--- config.mk ---
export PLATFORM = sky130hd
export DESIGN_NAME = encoder_conditioner_flat
export DESIGN_NICKNAME = d
export VERILOG_FILES = /design/src/rtl/encoder_conditioner_if.sv /design/src/rtl/encoder_conditioner.sv /design/src/flat_wrapper.sv
export SDC_FILE = /design/constraint.sdc
export NUM_CORES = 1
export LEC_CHECK = 0
export ABC_AREA = 1
export CAP_MARGIN = 10
export CORE_ASPECT_RATIO = 0.6
export CORE_MARGIN = 5
export CORE_UTILIZATION = 50
export CTS_BUF_LIST = sky130_fd_sc_hd__clkbuf_4 sky130_fd_sc_hd__clkbuf_8
export DETAILED_ROUTE_END_ITERATION = 12
export GPL_TIMING_DRIVEN = 0
export PLACE_DENSITY = 0.69
export SETUP_SLACK_MARGIN = 0.4
export SYNTH_ARGS = -nofsm -noshare
export SYNTH_HDL_FRONTEND = slang
export SYNTH_SLANG_ARGS = --single-unit
export TNS_END_PERCENT = 50
--- constraint.sdc ---
create_clock -name clock -period 2.1 [get_ports clock]
set_input_delay 0.315 -clock clock [delete_from_list [all_inputs] [get_ports clock]]
set_output_delay 0.315 -clock clock [all_outputs]
set_load 0.01 [all_outputs]
--- src/rtl/encoder_conditioner_if.sv ---
// Signal bundle between the Hall encoder pins and the conditioner.
// The master drives the raw sensor lines; the slave (conditioner) drives the conditioned outputs.
interface encoder_conditioner_if;
   logic        sa_raw;
   logic        sb_raw;
   logic        sa_clean;
   logic        sb_clean;
   logic        sa_rise;
   logic        direction;
   logic        dir_valid;
   logic [15:0] glitch_count;

   modport master (
      output sa_raw, sb_raw,
      input  sa_clean, sb_clean, sa_rise, direction, dir_valid, glitch_count
   );

   modport slave (
      input  sa_raw, sb_raw,
      output sa_clean, sb_clean, sa_rise, direction, dir_valid, glitch_count
   );
endinterface

--- src/rtl/encoder_conditioner.sv ---
// PmodHB3 SA/SB conditioner: 2-flop sync, per-channel run-length glitch filter, SA rise strobe.
// Define ENC_DIR_DETECT_EN to build the SB path and the direction flag; otherwise only SA is conditioned.
module encoder_conditioner #(
   parameter int unsigned FILTER_CYCLES = 16
) (
   input  logic                  clock,
   input  logic                  system_reset,
   encoder_conditioner_if.slave  enc_if
);

   localparam logic [15:0] LP_LAST = 16'(FILTER_CYCLES - 1);

   logic [1:0]  r_sa_sync;
   logic        r_sa_clean;
   logic [15:0] r_sa_cnt;
   logic        r_sa_rise;
   logic [15:0] r_glitch_count;

   logic        w_sa_clean_nxt;
   logic [15:0] w_sa_cnt_nxt;
   logic        w_sa_glitch;
   logic        w_sa_rise_nxt;
   logic        w_sb_glitch;
   logic [1:0]  w_glitch_inc;
   logic [16:0] w_glitch_sum;

   // A return to the clean level with a non-zero run count means the excursion was too short.
   always_comb begin
      w_sa_clean_nxt = r_sa_clean;
      w_sa_cnt_nxt   = r_sa_cnt;
      w_sa_glitch    = 1'b0;
      if (r_sa_sync[1] == r_sa_clean) begin
         if (r_sa_cnt != 16'd0) begin
            w_sa_cnt_nxt = 16'd0;
            w_sa_glitch  = 1'b1;
         end
      end else if (r_sa_cnt == LP_LAST) begin
         w_sa_clean_nxt = r_sa_sync[1];
         w_sa_cnt_nxt   = 16'd0;
      end else begin
         w_sa_cnt_nxt = r_sa_cnt + 16'd1;
      end
   end

   assign w_sa_rise_nxt = w_sa_clean_nxt & ~r_sa_clean;

   always_ff @(posedge clock or posedge system_reset) begin
      if (system_reset) begin
         r_sa_sync  <= 2'b00;
         r_sa_clean <= 1'b0;
         r_sa_cnt   <= 16'd0;
         r_sa_rise  <= 1'b0;
      end else begin
         r_sa_sync  <= {r_sa_sync[0], enc_if.sa_raw};
         r_sa_clean <= w_sa_clean_nxt;
         r_sa_cnt   <= w_sa_cnt_nxt;
         r_sa_rise  <= w_sa_rise_nxt;
      end
   end

`ifdef ENC_DIR_DETECT_EN
   logic [1:0]  r_sb_sync;
   logic        r_sb_clean;
   logic [15:0] r_sb_cnt;
   logic        r_direction;
   logic        r_dir_valid;

   logic        w_sb_clean_nxt;
   logic [15:0] w_sb_cnt_nxt;

   always_comb begin
      w_sb_clean_nxt = r_sb_clean;
      w_sb_cnt_nxt   = r_sb_cnt;
      w_sb_glitch    = 1'b0;
      if (r_sb_sync[1] == r_sb_clean) begin
         if (r_sb_cnt != 16'd0) begin
            w_sb_cnt_nxt = 16'd0;
            w_sb_glitch  = 1'b1;
         end
      end else if (r_sb_cnt == LP_LAST) begin
         w_sb_clean_nxt = r_sb_sync[1];
         w_sb_cnt_nxt   = 16'd0;
      end else begin
         w_sb_cnt_nxt = r_sb_cnt + 16'd1;
      end
   end

   // Direction samples the pre-update SB level, so a same-edge SB change is not seen.
   always_ff @(posedge clock or posedge system_reset) begin
      if (system_reset) begin
         r_sb_sync   <= 2'b00;
         r_sb_clean  <= 1'b0;
         r_sb_cnt    <= 16'd0;
         r_direction <= 1'b0;
         r_dir_valid <= 1'b0;
      end else begin
         r_sb_sync  <= {r_sb_sync[0], enc_if.sb_raw};
         r_sb_clean <= w_sb_clean_nxt;
         r_sb_cnt   <= w_sb_cnt_nxt;
         if (w_sa_rise_nxt) begin
            r_direction <= r_sb_clean;
            r_dir_valid <= 1'b1;
         end
      end
   end

   assign enc_if.sb_clean  = r_sb_clean;
   assign enc_if.direction = r_direction;
   assign enc_if.dir_valid = r_dir_valid;
`else
   assign w_sb_glitch      = 1'b0;
   assign enc_if.sb_clean  = 1'b0;
   assign enc_if.direction = 1'b0;
   assign enc_if.dir_valid = 1'b0;
`endif

   // Both channels may glitch in one cycle; saturate rather than wrap.
   assign w_glitch_inc = {1'b0, w_sa_glitch} + {1'b0, w_sb_glitch};
   assign w_glitch_sum = {1'b0, r_glitch_count} + {15'd0, w_glitch_inc};

   always_ff @(posedge clock or posedge system_reset) begin
      if (system_reset) begin
         r_glitch_count <= 16'd0;
      end else begin
         r_glitch_count <= w_glitch_sum[16] ? 16'hFFFF : w_glitch_sum[15:0];
      end
   end

   assign enc_if.sa_clean     = r_sa_clean;
   assign enc_if.sa_rise      = r_sa_rise;
   assign enc_if.glitch_count = r_glitch_count;

endmodule
--- src/flat_wrapper.sv ---
// flat-port wrapper written by rule: the top's interface ports become plain ports
module encoder_conditioner_flat 
#(
   parameter int unsigned FILTER_CYCLES = 16
)
  (clock, system_reset, enc_if_sa_raw, enc_if_sb_raw, enc_if_sa_clean, enc_if_sb_clean, enc_if_sa_rise, enc_if_direction, enc_if_dir_valid, enc_if_glitch_count);
  encoder_conditioner_if enc_if_i ();
  input  logic clock;
  input  logic system_reset;
  input wire logic [$bits(enc_if_i.sa_raw)-1:0] enc_if_sa_raw;
  input wire logic [$bits(enc_if_i.sb_raw)-1:0] enc_if_sb_raw;
  output wire logic [$bits(enc_if_i.sa_clean)-1:0] enc_if_sa_clean;
  output wire logic [$bits(enc_if_i.sb_clean)-1:0] enc_if_sb_clean;
  output wire logic [$bits(enc_if_i.sa_rise)-1:0] enc_if_sa_rise;
  output wire logic [$bits(enc_if_i.direction)-1:0] enc_if_direction;
  output wire logic [$bits(enc_if_i.dir_valid)-1:0] enc_if_dir_valid;
  output wire logic [$bits(enc_if_i.glitch_count)-1:0] enc_if_glitch_count;
  assign enc_if_i.sa_raw = enc_if_sa_raw;
  assign enc_if_i.sb_raw = enc_if_sb_raw;
  assign enc_if_sa_clean = enc_if_i.sa_clean;
  assign enc_if_sb_clean = enc_if_i.sb_clean;
  assign enc_if_sa_rise = enc_if_i.sa_rise;
  assign enc_if_direction = enc_if_i.direction;
  assign enc_if_dir_valid = enc_if_i.dir_valid;
  assign enc_if_glitch_count = enc_if_i.glitch_count;
  encoder_conditioner #(.FILTER_CYCLES(FILTER_CYCLES)) u_core (.clock(clock), .system_reset(system_reset), .enc_if(enc_if_i));
endmodule
# After elaboration in Yosys (flattened, before gate mapping)

Index checks and enable logic that the tools add are counted.

Output and inout port bits: 21
Register bits: 36
Word-level logic and storage cells: 21
Bits of input ports: 4

Reductions and logical operators: 1
Bitwise logic cells: 2
$add $sub $neg: 2
Equality and inequality tests: 3
Mux-type cells: 8

Operator list:

| operator                | count |
|---|---|
| $mux W16                | 4 |
| $add A16 B1 Y17         | 1 |
| $add A16 B1 Y16 const B | 1 |
| $eq A16 B4 Y1 const B   | 1 |
| $reduce_bool A16 Y1     | 1 |
| $mux W1                 | 4 |
| $ne A2 B2 Y1 const B    | 1 |
| $and A1 B1 Y1           | 1 |
| $eq A1 B1 Y1            | 1 |
| $not A1 Y1              | 1 |

# Depth between registers and ports, before layout

Word-level depth: 5
Mapped depth: 13
Mapped depth without buffers: 13

# Worst setup path after synthesis

OpenSTA, ideal clock, no wires.

Path type: register to register
Start point: register u_core.r_sa_cnt[0]
End point: register u_core.r_glitch_count[14], in the netlist u_core.enc_if.glitch_count[14]
Stages on the path, launching flop included: 14
Setup time: 117 ps
Slack: 253 ps
Buffers on the path: 0
Period minus slack after synthesis: 1847 ps
Arrival: 1731 ps
Data required time: 1983 ps
Path through: dfrtp_1 -> inv_1 -> ha_1 -> nand3_1 -> nor2_1 -> a21oi_1 -> ha_1 -> nand2_2 -> nor2_4 -> nand2_2 -> nor2_2 -> nand2_1 -> nand2_1 -> nand2_1

Longest elaborated chain between the ends: 5

RTL lines:

| element                  | RTL line                   | source |
|---|---|---|
| start: declaration       | encoder_conditioner.sv:15  | `logic [15:0] r_sa_cnt;` |
| start signal: assignment | encoder_conditioner.sv:56  | `r_sa_cnt <= w_sa_cnt_nxt;` |
| $reduce_bool A16 Y1      | encoder_conditioner.sv:33  | `if (r_sa_cnt != 16'd0) begin` |
| $mux W1                  | encoder_conditioner.sv:33  |  |
| $mux W1                  | encoder_conditioner.sv:32  | `if (r_sa_sync[1] == r_sa_clean) begin` |
| $add A16 B1 Y17          | encoder_conditioner.sv:119 | `assign w_glitch_sum = {1'b0, r_glitch_count} + {15'd0, w_glitch_inc};` |
| $mux W16                 | encoder_conditioner.sv:125 | `r_glitch_count <= w_glitch_sum[16] ? 16'hFFFF : w_glitch_sum[15:0];` |
| end signal: assignment   | encoder_conditioner.sv:125 |  |
| end: declaration         | encoder_conditioner.sv:17  | `logic [15:0] r_glitch_count;` |

No other way between the ends.
A chain may end at the register's enable or synchronous reset.

# Worst setup path in the final report

Start point: register u_core.r_sa_cnt[0]
End point: register u_core.r_glitch_count[1], in the netlist u_core.enc_if.glitch_count[1]

The elaborated chain is that of the path after synthesis.

==> qor.yml <==
total_die_area_mm2: 0.00534
fmax_ghz: 0.554
root_buffer: "clkbuf_8"
timing.final.crit_period_ns: 1.81
worstPathMaxFanout: 7
end_kind: "register"
grt_setup_unrepaired: "yes"
finalSetupViolCount: 0
insertion_delay_ns: 0.29
layout_commonest_cell: "nand2_1"
post_drt_wl_per_cell_um: 14.8
drive_gt1_share_pct: 24.4
sort_of_element_at_the_start_of_the_critical_path: "register"
grt_use_total_pct: 19.5
cp_data_arrival_time_ns: 2.03
grt_pass1_wl_mm: 8.21
share_comb_of_total_power_pct: 32.4
tritoncts_num_sinks: 36
r2r_end: "u_core.enc_if.glitch_count[1]"
maxSlewViolCount: 0
i_o_pin_cnt: 25
synth.cell_area_mm2: 0.00197
seq_power_share_pct: 41.8
nFillCells: 297
dpl_worst_slack_ns: 0.103
ys_ff_latch: 36
dieHeight_um: 58.6
hpwlAfterDp_mm: 3.47
cts_htree_levels: 2
route.detailed.drc: 0
slew_headroom_pct: 53.9
synth_edf_count: 0
tritoncts: "yes"
cpMaxStageDelayCell: "dfrtp_1"
worst_hold_path.num_cells: 0
final_cell_mix: "57 x nand2_1, 40 x nor2_1, 35 x dfrtp_1, 22 x inv_1, 22 x buf_4"
yosysUniqueCellTypes: 26
tns_ns: 0
hold_class: "register to register"
die_width_um: 91.1
worst_reg2reg_startpoint: "u_core.r_sa_cnt[0]"
total_overflow_reported_by_the_global_router: 0
criticalPathCategory: "register to register"
p_int_mw: 1.42
layout.nets: 311
total_cts_buffers: 5
timing.critical_path.max_delay_family: "simple AND/OR/NAND/NOR gates"
rrSetupSlack_ns: 0.29
timing.critical_path.cells: "inv_2 > ha_4 > nand3_4 > nor2_4 > a21oi_4 > ha_4 > nand2_4 > nor2_4 > nand2_4 > nor2_4 > nand2_4 > o21ai_1"
finalWorstSetupSlack_ns: 0.293
power_leakage_nw: 1.27
postSynthAreaPerCell_um2: 7.76
fin_hold_ws_ns: 0.363
clock_transition_at_the_register_clock_pins_on_the_worst_setup_and_hold_paths_after_cts_ns: 0.07
synthesis.yosys.warnings: 0
crit_required_ns: 2.32
finalHoldViolCount: 0
critical_path.n_buffers_inverters: 1
final.setup_skew_ns: 0.00719
max_stage_delay_ns: 0.38
starting_density_of_the_core_pct: 52.7
io_buffer_count: 20
grt_start_max_net_pins: 22
dr_total_vias: 1867
grt_antenna_before_repair: 0
final_period_util_pct: 86.0
swShare_pct: 32.0
antenna_violating_nets_post_route: 0
share_clk_of_total_power_pct: 25.8
core_area_mm2: 0.00374
maxCapViolCount: 0
power_switching_mw: 0.666
synth_sequential_area_ratio_pct: 45.7
power.ir.vdd_worst_mv: 0.760
gpl.final_weighted_congestion: 0.871
count_of_standard_cell_rows: 17
slew_at_the_pin_closest_to_its_max_slew_limit_ns: 0.690
timing.reg2reg.worst_path_depth: 12
hold_end: "u_core.r_sa_sync[1]"
drt_first_iter_violations: 195
grt_pass1_vias: 1663
run_status: "finished clean"
min-delay-start: "u_core.r_sa_sync[0]"
wl_mm: 5.17
first_pass_detailed_route_iteration_total: 5
synthFlopType: "dfrtp_1"
avgViaCountPerCell: 5.33
diodes: 0
ys_async_rst_share_pct: 100
clockBufferDepth: 2
flow.area_growth_from_synthesis_pct: 34.5
syn-instance-count: 254
power-per-cell-area_mw_per_mm2: 785
hold_fix_buffers_cts: 0
cell usage after synthesis, types with 2 or more instances:
library cell	count	area share [%]
nand2_1	59	11
nor2_1	46	8.8
dfrtp_1	36	46
inv_1	24	4.6
nand3_1	20	5.1
nand4_1	11	3.5
o21ai_1	7	1.8
xor2_1	6	2.7
inv_2	5	0.95
nand2_2	5	1.6
nor3_1	5	1.3
ha_1	4	2.5
buf_4	3	1.1
nor2_2	3	0.95
nor3_2	3	1.5
o21ai_0	3	0.76
a21oi_1	2	0.51
nand3_2	2	1.0
nand3b_1	2	0.76
xnor2_1	2	0.89
state kept, by name, indices dropped and copies added, names as in the netlist:
name,count
u_core.r_sa_sync,2
u_core.enc_if.sa_rise,1
u_core.enc_if.sa_clean,1
u_core.r_sa_cnt,16
u_core.enc_if.glitch_count,16
per-stage QoR:
stage | std cells | total power, mW | area (um^2) | utilization, %
2_1_floorplan | 256 | 1.15 | 2010 | -
3_3_place_gp | 323 | 1.32 | 2260 | 60.5
3_5_place_dp | 324 | 1.35 | 2290 | 61.2
4_1_cts | 342 | 2.02 | 2540 | 67.7
5_1_grt | 350 | 2.20 | 2650 | 70.9
6_report | 350 | 2.08 | 2650 | 70.9
repair_timing:
| action | CTS | global route |
|---|---|---|
| buffers inserted | 11 | 8 |
| gates resized for setup | 15 | 14 |
| setup endpoints to repair | 16 | 25 |
| pin swaps | 8 | 6 |
how the worst max path moves through the flow:
| stage | start | to | slack, ns | cells past startpoint |
|---|---|---|---|---|
| floorplan | u_core.r_sa_cnt[0] | u_core.enc_if.glitch_count[14] | 0.36 | 13 |
| global placement | u_core.r_sa_cnt[0] | u_core.enc_if.glitch_count[11] | 0.12 | 12 |
| detailed placement | u_core.r_sa_cnt[1] | u_core.enc_if.glitch_count[11] | 0.10 | 12 |
| CTS | u_core.r_sa_cnt[0] | u_core.enc_if.glitch_count[2] | 0.23 | 12 |
| global route | u_core.r_sa_cnt[13] | u_core.enc_if.glitch_count[9] | 0.17 | 11 |
| finish | u_core.r_sa_cnt[0] | u_core.enc_if.glitch_count[1] | 0.29 | 12 |
worst reg2reg max path, delay by kind of cell (launching register included):
kind | cells | cell delay, ns
DFF | 1 | 0.38
buffers and inverters | 1 | 0.07
adders and majority gates | 2 | 0.34
AOI/OAI and AO/OA | 2 | 0.27
and+or+nand+nor | 7 | 0.69
power by group through the flow:
stage	logic (mW)	clock network (mW)	registers, mW
after floorplan	0.258	0	0.888
after global placement	0.440	0	0.881
after detailed placement	0.460	0	0.886
after CTS	0.607	0.544	0.865
after global routing	0.734	0.582	0.882
final	0.675	0.537	0.871
logic make-up (layout without fill, tap and decap cells):
kind of cell | after synthesis | count (layout) | share of synthesized area (%)
buffers and inverters | 33 | 80 | 7.23
adders and majority gates | 4 | 4 | 2.54
DFF | 36 | 36 | 45.7
and+or+nand+nor | 158 | 158 | 36.5
AOI/OAI and AO/OA | 13 | 13 | 3.43
other | 1 | 3 | 0.190
xor gates and xnor gates | 9 | 9 | 4.38
area by class of cell:
class	count	area (um^2)	area share, %
multi-input combinational	187	1080	40.7
sequential	36	902	34.0
timing repair buffer	40	370	14.0
inverter	29	111	4.20
clock buffer	7	96.3	3.63
tap	47	58.8	2.22
buffer	4	33.8	1.27
per-layer routing:
layer,track usage (%),wire length [um]
met1,31.0,2570
met2,25.7,2090
met3,5.49,467
met4,4.18,36
met5,0,0
Power figures use the tool's default switching activity.
